--- config.mk ---
export PLATFORM = sky130hd
export DESIGN_NAME = mux_rr
export DESIGN_NICKNAME = d
export VERILOG_FILES = /design/src/rtl/mux_rr_pkg.sv /design/src/rtl/mux_rr_arbitro.sv /design/src/rtl/mux_rr.sv
export SDC_FILE = /design/constraint.sdc
export NUM_CORES = 1
export LEC_CHECK = 0
export ABC_AREA = 0
export CAP_MARGIN = 30
export CELL_PAD_IN_SITES_DETAIL_PLACEMENT = 1
export CELL_PAD_IN_SITES_GLOBAL_PLACEMENT = 2
export CORE_MARGIN = 2
export CORE_UTILIZATION = 34
export CTS_BUF_LIST = sky130_fd_sc_hd__clkbuf_4 sky130_fd_sc_hd__clkbuf_8
export DETAILED_ROUTE_END_ITERATION = 6
export DONT_BUFFER_PORTS = 1
export PLACE_DENSITY_LB_ADDON = 0.1
export REMOVE_ABC_BUFFERS = 1
export SYNTH_ARGS = -nofsm -noshare
export SYNTH_HDL_FRONTEND = slang
export SYNTH_SLANG_ARGS = --single-unit
--- constraint.sdc ---
create_clock -name clk -period 1.82 [get_ports clk]
set_input_delay 0 -clock clk [delete_from_list [all_inputs] [get_ports clk]]
set_output_delay 0 -clock clk [all_outputs]
set_load 0.02 [all_outputs]
--- src/rtl/mux_rr_pkg.sv ---
// Shared constants for the four-lane round-robin merge.
package mux_rr_pkg;
  localparam int NUM_LANES = 4;
  localparam int SEL_WIDTH = 2;
  localparam int CNT_WIDTH = 8;
endpackage

--- src/rtl/mux_rr_arbitro.sv ---
// Combinational rotate-priority encoder: the first requesting lane at or after ptr wins.
module rr_arbitro
  import mux_rr_pkg::*;
(
  input  logic [NUM_LANES-1:0] req_i,
  input  logic [SEL_WIDTH-1:0] ptr_i,
  output logic [NUM_LANES-1:0] gnt_o,
  output logic [SEL_WIDTH-1:0] idx_o,
  output logic                 any_o
);
  logic [SEL_WIDTH-1:0] lane;

  always_comb begin
    gnt_o = '0;
    idx_o = '0;
    any_o = 1'b0;
    lane  = '0;
    // Walk from lowest to highest priority so the highest-priority request is the last to win.
    for (int k = NUM_LANES - 1; k >= 0; k--) begin
      lane = ptr_i + SEL_WIDTH'(k);
      if (req_i[lane]) begin
        idx_o = lane;
        any_o = 1'b1;
      end
    end
    gnt_o[idx_o] = any_o;
  end
endmodule

--- src/rtl/mux_rr.sv ---
// Four-lane round-robin merge of show-ahead lane FIFOs onto one registered output stream.
module mux_rr
  import mux_rr_pkg::*;
#(
  parameter int DATA_WIDTH = 4
) (
  input  logic                  clk,
  input  logic                  reset_L,
  input  logic                  enb,
  input  logic                  pausa,
  input  logic [DATA_WIDTH-1:0] entrada0_mux,
  input  logic [DATA_WIDTH-1:0] entrada1_mux,
  input  logic [DATA_WIDTH-1:0] entrada2_mux,
  input  logic [DATA_WIDTH-1:0] entrada3_mux,
  input  logic                  vacio0_mux,
  input  logic                  vacio1_mux,
  input  logic                  vacio2_mux,
  input  logic                  vacio3_mux,
  output logic                  pop0_mux,
  output logic                  pop1_mux,
  output logic                  pop2_mux,
  output logic                  pop3_mux,
  output logic [DATA_WIDTH-1:0] salida_mux,
  output logic                  valid_mux,
  output logic [SEL_WIDTH-1:0]  selector_mux,
  output logic [CNT_WIDTH-1:0]  cuenta_mux
);
  logic [NUM_LANES-1:0]  req;
  logic [NUM_LANES-1:0]  gnt;
  logic [SEL_WIDTH-1:0]  idx;
  logic                  any_gnt;
  logic                  allow;
  logic [DATA_WIDTH-1:0] lane_data [NUM_LANES];
  logic [DATA_WIDTH-1:0] salida_q, salida_d;
  logic                  valid_q, valid_d;
  logic [SEL_WIDTH-1:0]  sel_q, sel_d;
  logic [SEL_WIDTH-1:0]  ptr_q, ptr_d;
  logic [CNT_WIDTH-1:0]  cnt_q, cnt_d;

  // reset_L gates the requests so pops fall the instant reset is asserted.
  assign allow = enb & ~pausa & reset_L;
  assign req   = ~{vacio3_mux, vacio2_mux, vacio1_mux, vacio0_mux} & {NUM_LANES{allow}};

  rr_arbitro u_arb (
    .req_i (req),
    .ptr_i (ptr_q),
    .gnt_o (gnt),
    .idx_o (idx),
    .any_o (any_gnt)
  );

  assign {pop3_mux, pop2_mux, pop1_mux, pop0_mux} = gnt;

  assign lane_data[0] = entrada0_mux;
  assign lane_data[1] = entrada1_mux;
  assign lane_data[2] = entrada2_mux;
  assign lane_data[3] = entrada3_mux;

  always_comb begin
    salida_d = '0;
    valid_d  = 1'b0;
    sel_d    = sel_q;
    ptr_d    = ptr_q;
    cnt_d    = cnt_q;
    if (any_gnt) begin
      salida_d = lane_data[idx];
      valid_d  = 1'b1;
      sel_d    = idx;
      ptr_d    = idx + 2'd1;
      cnt_d    = cnt_q + 8'd1;
    end
  end

  always_ff @(posedge clk or negedge reset_L) begin
    if (!reset_L) begin
      salida_q <= '0;
      valid_q  <= 1'b0;
      sel_q    <= '0;
      ptr_q    <= '0;
      cnt_q    <= '0;
    end else begin
      salida_q <= salida_d;
      valid_q  <= valid_d;
      sel_q    <= sel_d;
      ptr_q    <= ptr_d;
      cnt_q    <= cnt_d;
    end
  end

  assign salida_mux   = salida_q;
  assign valid_mux    = valid_q;
  assign selector_mux = sel_q;
  assign cuenta_mux   = cnt_q;
endmodule
[Word level (Yosys, flattened, before mapping)]
Cells that the tools add are included.
Word-level totals
  logic and storage cells: 48
  bits in registers: 17
  input port bits: 24
  output and inout bits: 19
Operators by class
  bitwise logic cells: 7
  multiplexer cells: 23
  reduce and logical (&&, ||, !) cells: 1
  add/sub/neg operators: 5
  $lt $le $gt $ge: 7
Operator list (count)
  2-bit by 3-bit less-than comparator with 1-bit output, second input constant: 5
  4-bit 2-to-1 mux: 3
  1-bit 2-to-1 mux: 10
  8-bit by 1-bit adder with 8-bit output, second input constant: 1
  4-bit AND: 2
  1-bit binary-select mux with 2-bit select: 4
  4-bit binary-select mux with 2-bit select: 1
  2-bit 2-to-1 mux: 4
  2-bit by 1-bit adder with 2-bit output, second input constant: 2
  2-bit adder, second input constant: 2
  4-bit inverter: 1
  3-bit greater-or-equal comparator, second input constant: 1
  2-bit inverter with 3-bit output: 1
  1-bit AND: 2
  1-bit demux with 2-bit select: 1
  2-bit by 1-bit greater-or-equal comparator with 1-bit output, second input constant: 1
  1-bit logical AND: 1
  1-bit inverter: 1

[Longest topological paths before layout]
Gate-level depths: netlist (run 1).
  depth in word-level cells: 15
  mapped depth: 7
  mapped depth without buffers: 6

[Hierarchy]
Synthesis (run 1) repeated with hierarchy kept, for this count alone.
Second synthesis, totals
  cells, all modules: 84
  area, all modules: 937.1 um2
By module, submodules not included
  mux_rr: instances 1, sequential area each 425.4 um2, area an instance 760.7 um2, cells each 56
  rr_arbitro: instances 1, sequential area each 0.0 um2, area an instance 176.4 um2, cells each 28

[Worst setup path after synthesis (run 1)]
Ideal clock, no wire load.
  kind: reg-to-reg
  start: reg ptr_q[1]
  end: reg ptr_q[1]
  path buffers: 0
  cell stages (with the launch flop): 7
  setup slack: 115 ps
  setup time: 125 ps
  arrival: 1580 ps
  data required time: 1695 ps
  clock period less this slack: 1705 ps
  cells stage by stage: dfrtp_1 nor2_1 a21oi_1 o2111ai_2 inv_2 ha_1 mux2_2
On the way
  cells in the longest elaborated chain, start to end: 8
  elaborated cells on any way between the ends: 20
  classes of those cells: 4 x add/sub; 16 x mux
RTL lines
  start, declared: line mux_rr.sv:37  | logic [SEL_WIDTH-1:0] ptr_q, ptr_d;
  start signal, assigned: line mux_rr.sv:85  | ptr_q <= ptr_d;
  2-bit adder: line mux_rr_arbitro.sv:20  | lane = ptr_i + SEL_WIDTH'(k);
  1-bit binary-select mux with 2-bit select: line mux_rr_arbitro.sv:21  | if (req_i[lane]) begin
  1-bit 2-to-1 mux (not written as such): line mux_rr_arbitro.sv:21
  2-bit 2-to-1 mux (3 in series): line mux_rr_arbitro.sv:21
  2-bit 2-to-1 mux *: line mux_rr_arbitro.sv:21
  net idx[0]: line mux_rr.sv:30  | logic [SEL_WIDTH-1:0] idx;
  2-bit by 1-bit adder with 2-bit output *: line mux_rr.sv:69  | ptr_d = idx + 2'd1;
The timed path passes the listed nets; every way through them passes the cells marked *. The select of a mux whose other input is x is not followed.
A chain may end at the register's enable or synchronous reset.

[Worst setup path in the final report (run 1)]
  start: reg ptr_q[0]
  end: out pop3_mux
On the way
  cells in the longest elaborated chain, start to end: 12
  elaborated cells on any way between the ends: 25
  classes of those cells: 3 x add/sub; 2 x order compare; 18 x mux; 1 x bitwise; 1 x reduce/logical
RTL lines
  2-bit adder: line mux_rr_arbitro.sv:20
  1-bit binary-select mux with 2-bit select: line mux_rr_arbitro.sv:21
  1-bit 2-to-1 mux (not written as such): line mux_rr_arbitro.sv:21
  2-bit 2-to-1 mux (3 in series): line mux_rr_arbitro.sv:21
  2-bit 2-to-1 mux *: line mux_rr_arbitro.sv:21
  net idx[0]: line mux_rr.sv:30
  2-bit by 3-bit less-than comparator with 1-bit output (not written as such) / 2-bit by 1-bit greater-or-equal comparator with 1-bit output (equally long branches): line mux_rr_arbitro.sv:26  | gnt_o[idx_o] = any_o;
  1-bit logical AND (not written as such): line mux_rr_arbitro.sv:26
  1-bit 2-to-1 mux (not written as such): line mux_rr_arbitro.sv:26
  1-bit demux with 2-bit select *
  4-bit AND (no line) *
  end, declared: line mux_rr.sv:22  | output logic pop3_mux,
Marked as above.

==> impl_metrics.py, run 1 <==
metrics = {
    "global_route": {
        "grt_pass1_wl_um": 3650,
        "antenna_found_initial": 0,
        "grt_max_degree": 18,
        "first_global_vias": 763,
        "grt-ovfl-total": 0,
        "grt.total_usage_pct": 14.9,
    },
    "clocking": {
        "cts.sinks": 17,
        "ctsHtreeMaxLevel": 1,
        "clk_pin_slew_ns": 0.09,
        "cts_root_buf": "clkbuf_4",
        "clock_latency_ns": 0.28,
        "clock_path_buffers": 2,
        "cts_buffers": 3,
        "cts_tree": "done",
    },
    "min_path": {
        "hold_path_end": "ptr_q[0]",
        "worstHoldStart": "vacio0_mux",
        "hp-class": "in -> reg",
        "whs_path_depth": 3,
    },
    "placed_design": {
        "port_buffers": 0,
        "placed_area_um2": 972,
        "hpwl_um": 1530,
        "gp_congestion": 0.690,
    },
    "yosys": {
        "synthCells": 82,
        "post-synth-top-count-cell": "dfrtp_1",
        "async_flop_share_pct": 100,
        "ys.flop_type": "dfrtp_1",
        "synth_top_cell_by_area": "dfrtp_1",
        "syn_avg_cell_area_um2": 11.3,
        "synthTopCellsByCount": "17 x dfrtp_1, 8 x mux2i_1, 6 x nor2_1",
        "synthTopCellsByArea": "dfrtp_1 46%, mux2i_1 8.6%, ha_1 6.7%",
        "mappedNetlistArea_um2": 928,
        "synth_edf_count": 0,
        "synth.top_cell.area_share_pct": 45.8,
        "yosysSeqAreaShare_pct": 45.8,
        "synth_seq_cells": 17,
        "synth_warnings": 0,
        "synth_cell_types": 27,
    },
    "critical_path": {
        "critPathMaxStageDelay_ns": 0.44,
        "crit_chain": "or3b_1 -> o2111ai_2 -> inv_2 -> ha_1 -> and2_1",
        "r2r-start": "ptr_q[0]",
        "critPathKind": "reg -> out",
        "crit_required_ns": 1.82,
        "crit_fanout": 6,
        "critPathLaunchType": "flop",
        "reg2reg_to": "ptr_q[1]",
        "worstPathArrival_ns": 1.72,
        "endpoint_kind": "output pin",
        "cpMaxStageDelayCell": "dfrtp_1",
        "r2r_cells": 5,
        "reg2reg_slack_ns": 0.12,
    },
    "cells_and_area": {
        "antenna_cells": 0,
        "multi_input_area_um2": 479,
        "areaGrowthSynthToFinish_pct": 31.5,
        "nNetsFinal": 138,
        "nFillCells": 278,
        "seq_area_um2": 427,
        "drive_gt1_share_pct": 22.2,
        "final_design_area_no_fill_mm2": 0.00122,
    },
    "routing": {
        "ant_nets": 0,
        "vias": 724,
        "wirelength_um": 2210,
        "vias_per_cell": 5.25,
        "first_pass_iters": 4,
        "routedWlPerCell_um": 16.0,
        "drt_iter0_drc": 2,
        "drc": 0,
    },
    "timing": {
        "post-route-period-util_pct": 94.3,
        "finalMaxSlewViolations": 0,
        "final-setup-viol-count": 0,
        "max_freq_ghz": 0.583,
        "period_minus_slack_ns": 1.72,
        "worstMarginPinSlew_ns": 0.767,
        "fin_skew_ns": 0.00523,
        "maxSlewHeadroom_pct": 48.7,
        "hold_viol": 0,
        "tns_ns": 0,
    },
    "job": {
        "maxCapViolations": 0,
    },
    "floorplanning": {
        "die_h_um": 56.3,
        "io_pins": 43,
        "core_area_mm2": 0.00252,
        "start_util_pct": 36.8,
        "fp-row-count": 18,
        "die-width_um": 56.3,
        "dieArea_mm2": 0.00316,
    },
    "power": {
        "pwr-share-clk_pct": 20.3,
        "power_density_mw_per_mm2": 839,
        "comb_power_share_pct": 19.3,
        "switching_share_pct": 36.0,
        "p_leak_nw": 0.608,
        "switchingPower_mw": 0.369,
        "seqPwrFrac_pct": 60.5,
        "p_int_mw": 0.656,
        "vdd_drop_max_mv": 0.550,
    },
    "status": {
        "outcome": "completed",
    },
}
[stage by stage]
| step | hold WS (ns) | cells | total power [mW] | util, % | setup slack (ns) |
|---|---|---|---|---|---|
| floorplan | -0.296 | 80 | 0.726 | - | -0.00542 |
| global placement | -0.295 | 113 | 0.770 | 38.5 | 0.178 |
| detailed placement | -0.295 | 113 | 0.783 | 38.5 | 0.138 |
| CTS | 0.0210 | 135 | 1.04 | 47.0 | 0.00661 |
| global route | 0.0500 | 138 | 1.09 | 48.4 | -0.00714 |
| finish | 0.0474 | 138 | 1.03 | 48.4 | 0.105 |
[power groups by stage]
stage | Sequential, mW | Combinational (mW) | Clock, mW
2_1_floorplan | 0.603 | 0.124 | 0
3_3_place_gp | 0.625 | 0.145 | 0
3_5_place_dp | 0.630 | 0.154 | 0
4_1_cts | 0.623 | 0.192 | 0.223
5_1_grt | 0.634 | 0.222 | 0.239
6_report | 0.620 | 0.198 | 0.208
[layout make-up]
class	instances	share of cell area, %
multi-input cells	59	39.2
repair buffers	24	19.1
well taps	30	3.07
clock buffers	4	2.46
flip-flops and latches	17	34.9
inverters	4	1.23
[metal layers]
layer  track usage, %  part of all wire [%]  wire, um  up-vias
met5                0                     0         0        -
met2             25.7                    52      1150       30
met1             17.6                    41       904      351
met3             5.76                   6.8       150        2
met4             3.06                  0.45        10        0
li1                 -                     -         -      341
[how the worst max path moves through the flow]
stage	from	endpoint	slack (ns)
global placement	ptr_q[1]	ptr_q[1]	0.18
global route	ptr_q[0]	pop2_mux	-0.007
finish	ptr_q[0]	pop3_mux	0.10
floorplan	ptr_q[1]	ptr_q[1]	-0.005
detailed placement	ptr_q[1]	ptr_q[1]	0.14
CTS	ptr_q[0]	pop0_mux	0.007
[critical path, delay by kind of cell (launching register included)]
kind                     cells  cell delay (ns)
adder cells (fa/ha/maj)      1             0.19
AND/OR/NAND/NOR              2             0.61
AO/OA/AOI/OAI                1             0.12
flip-flops                   1             0.44
buffers and inverters        1             0.08
[layout by cell type, fill, tap and decap left out, drive strengths merged, types with 3 or more instances in the layout]
master / n
and2: 4
buf: 6
clkbuf: 4
dfrtp: 17
dlygate4sd3: 18
ha: 5
inv: 4
mux2i: 8
nand2: 5
nand4: 3
nor2: 6
o21ai: 4
o22ai: 4
xnor2: 4
xor2: 3
[logic make-up (layout without fill, tap and decap cells)]
family          Yosys count  after routing  synth area share [%]
xor+xnor                  7              7                  6.60
fa+ha+maj                 5              5                  6.74
compound gates           13             13                  10.4
flops                    17             17                  45.8
simple gates             24             24                  16.0
buf+inv                   6             32                  3.37
mux                      10             10                  11.1
[repair_timing]
item / 4_1_cts / 5_1_grt
endpoints found under the hold margin: 25 / 0
resized for setup: 3 / 5
setup endpoints to repair: 2 / 3
pin swaps: 0 / 2
hold buffers: 18 / 0
gates cloned: 0 / 0
setup buffers: 0 / 3
[sequential cells by signal, summed over array words and instances, names as in the netlist]
name and flops:
valid_mux 1, salida_mux 4, selector_mux 2, cuenta_mux 8
ptr_q 2
(Power assumes the default switching activity.)
==> run 2: changes to the inputs <==
ABC_AREA = 1   (was 0)
CORE_UTILIZATION = 31   (was 34)
==> run 2 against run 1 <==
Net effect:
- the run now ends with negative hold slack, negative setup slack left
- register-to-register slack worse by 0.22 ns
- routed wire length up 49%
- fmax down 12%
- cell count up 67%
==> impl_metrics.py, run 2 <==
metrics = {
    "routing": {
        "drc": 0,
        "ant_nets": 0,
        "met1_length_um": 1300,
        "vias_per_cell": 4.75,
        "vias": 1093,
        "top_layer": "met4",
        "wl_met2_um": 1800,
        "wirelength_um": 3300,
        "drt_iter0_drc": 26,
        "wl_met3_um": 159,
        "first_pass_iters": 3,
        "routedWlPerCell_um": 14.3,
    },
    "critical_path": {
        "crit_required_ns": 1.82,
        "reg2reg_to": "ptr_q[1]",
        "crit_chain": "xor2_4 -> inv_2 -> nand2_2 -> nand2_2 -> inv_4 -> nand2_2 -> nand2_2 -> nand2_4 -> nand2_4 -> inv_4 -> buf_6 -> ha_4 -> nand2_4 -> inv_4",
        "critPathLaunchType": "flop",
        "critPathMaxStageDelay_ns": 0.48,
        "reg2reg_slack_ns": -0.10,
        "crit_start": "ptr_q[0]",
        "cp_top_family": "flip-flops",
        "worstPathArrival_ns": 1.94,
        "cpMostUsedCell": "nand2_2",
        "crit_end": "pop1_mux",
        "cpMaxStageDelayCell": "dfrtp_2",
        "critPathKind": "reg -> out",
        "cp.depth": 14,
        "cp_num_buf_inv": 5,
        "endpoint_kind": "output pin",
        "r2r-start": "ptr_q[0]",
        "crit_fanout": 6,
        "r2r_cells": 13,
    },
    "timing": {
        "post-route-period-util_pct": 107,
        "worstMarginPinSlew_ns": 0.759,
        "hold_ws_ns": -0.00920,
        "fin_skew_ns": 0.00559,
        "maxSlewHeadroom_pct": 49.3,
        "fin_ws_ns": -0.118,
        "final-setup-viol-count": 5,
        "finalMaxSlewViolations": 0,
        "hold_viol": 1,
        "max_freq_ghz": 0.516,
        "period_minus_slack_ns": 1.94,
        "rsz0062_at_grt": "true",
    },
    "global_route": {
        "grt.total_usage_pct": 17.3,
        "grt_max_degree": 18,
        "first_global_vias": 1187,
        "antenna_found_initial": 0,
        "grt-ovfl-total": 0,
        "grt_pass1_wl_um": 5530,
    },
    "yosys": {
        "syn_avg_cell_area_um2": 7.41,
        "synthTopCellsByCount": "45 x nand2_1, 26 x inv_1, 23 x nand3_1",
        "synth_edf_count": 0,
        "async_flop_share_pct": 100,
        "synth.top_cell.area_share_pct": 37.3,
        "post-synth-top-count-cell": "nand2_1",
        "synthTopCellsByArea": "dfrtp_1 37%, nand2_1 15%, nand3_1 10%",
        "synth_seq_cells": 17,
        "synth_cell_types": 22,
        "ys.flop_type": "dfrtp_1",
        "synth_warnings": 0,
        "synthCells": 154,
        "synth_top_cell_by_area": "dfrtp_1",
        "mappedNetlistArea_mm2": 0.00114,
        "yosysSeqAreaShare_pct": 37.3,
    },
    "floorplanning": {
        "dieArea_mm2": 0.00418,
        "start_util_pct": 31.6,
        "core_area_mm2": 0.00361,
        "die-width_um": 64.7,
        "io_pins": 43,
        "die_h_um": 64.7,
        "fp-row-count": 22,
    },
    "power": {
        "p_leak_nw": 0.849,
        "vdd_drop_max_mv": 0.626,
        "power_density_mw_per_mm2": 1890,
    },
    "placed_design": {
        "gp_congestion": 0.756,
        "hpwl_um": 2390,
        "post-place-ws_ns": -0.0836,
        "place_inst": 213,
        "port_buffers": 0,
    },
    "cells_and_area": {
        "largest_reg_flops": 8,
        "drive_gt1_share_pct": 40.1,
        "layout_commonest_cell": "nand2_1",
        "instances_no_fill": 230,
        "nNetsFinal": 212,
        "areaGrowthSynthToFinish_pct": 44.0,
        "antenna_cells": 0,
        "final_cell_mix": "26 x nand2_1, 20 x inv_1, 19 x nand3_1, 17 x nand2_2, 17 x buf_4",
    },
    "clocking": {
        "cts_tree": "done",
        "cts_buffers": 3,
        "clock_latency_ns": 0.25,
        "clock_path_buffers": 2,
        "cts_root_buf": "clkbuf_8",
        "cts.sinks": 17,
        "ctsHtreeMaxLevel": 1,
        "clk_pin_slew_ns": 0.07,
    },
    "status": {
        "outcome": "complete, but fails checks",
        "violations": "negative hold slack, negative setup slack",
    },
    "job": {
        "maxCapViolations": 0,
    },
    "min_path": {
        "worstHoldStart": "entrada0_mux[0]",
        "hp-class": "in -> reg",
    },
}
==> run 2: cell families after synthesis <==
logic type | Yosys count | synth area share (%)
buffers and inverters | 31 | 10.9
AO/OA/AOI/OAI | 9 | 4.28
AND/OR/NAND/NOR | 84 | 35.3
XOR/XNOR | 8 | 6.80
flip-flops | 17 | 37.3
adder cells (fa/ha/maj) | 5 | 5.48
==> run 2: where the power goes <==
| group | switching (mW) | internal [mW] |
|---|---|---|
| sequential | 0.322 | 0.542 |
| combinational | 1.14 | 0.828 |
| clock | 0.127 | 0.152 |
| total | 1.59 | 1.52 |
==> run 2: cell type report <==
cell class / instances / area, um^2
Clock inverter: 1 / 5.00
Multi-Input combinational cell: 106 / 758
Fill cell: 434 / 1960
Inverter: 29 / 129
Clock buffer: 3 / 41.3
Tap cell: 48 / 60.1
Timing Repair Buffer: 26 / 221
Sequential cell: 17 / 428
==> run 2: routing by layer <==
metal  vias to the layer above  track usage, %
li1                        528               -
met5                         -               0
met2                        29            33.2
met3                         4            5.03
met4                         0            2.93
met1                       532            19.0
==> run 2: what timing repair did <==
action / 4_1_cts / 5_1_grt
pin swaps: 14 / 12
gates resized for setup: 38 / 22
gates cloned: 0 / 0
buffers inserted: 7 / 3
endpoints found under the setup margin: 7 / 20
hold buffers: 6 / 0
hold endpoints to repair: 20 / 0
==> run 2: per-stage QoR <==
step	utilization (%)	cell area (um^2)	power, mW	TNS, ns
after global placement	35.6	1280	2.20	-0.0205
after detailed placement	35.6	1280	2.28	-0.151
final	45.6	1640	3.11	-0.490
after floorplan	-	1130	1.71	-0.0908
after CTS	43.2	1560	2.93	-0.452
after global routing	45.6	1640	3.39	-1.73
==> run 2: worst reg2reg max path, stage by stage, from the launching register on <==
cell	delay (ns)
dfrtp_2	0.48
xor2_4	0.25
inv_2	0.06
nand2_2	0.07
nand2_2	0.07
inv_4	0.08
nand2_2	0.05
nand2_2	0.07
nand2_4	0.05
nand2_4	0.09
inv_4	0.04
ha_1	0.28
nand2_1	0.10
o21ai_1	0.09
==> run 2: how the worst min path moves through the flow <==
stage	to	slack, ns	depth (start not counted)
6_report	salida_mux[0]	-0.009	4
3_5_place_dp	valid_mux	-0.29	0
2_1_floorplan	cuenta_mux[0]	-0.30	0
4_1_cts	salida_mux[0]	0.00007	4
5_1_grt	salida_mux[2]	0.002	4
3_3_place_gp	ptr_q[0]	-0.29	0
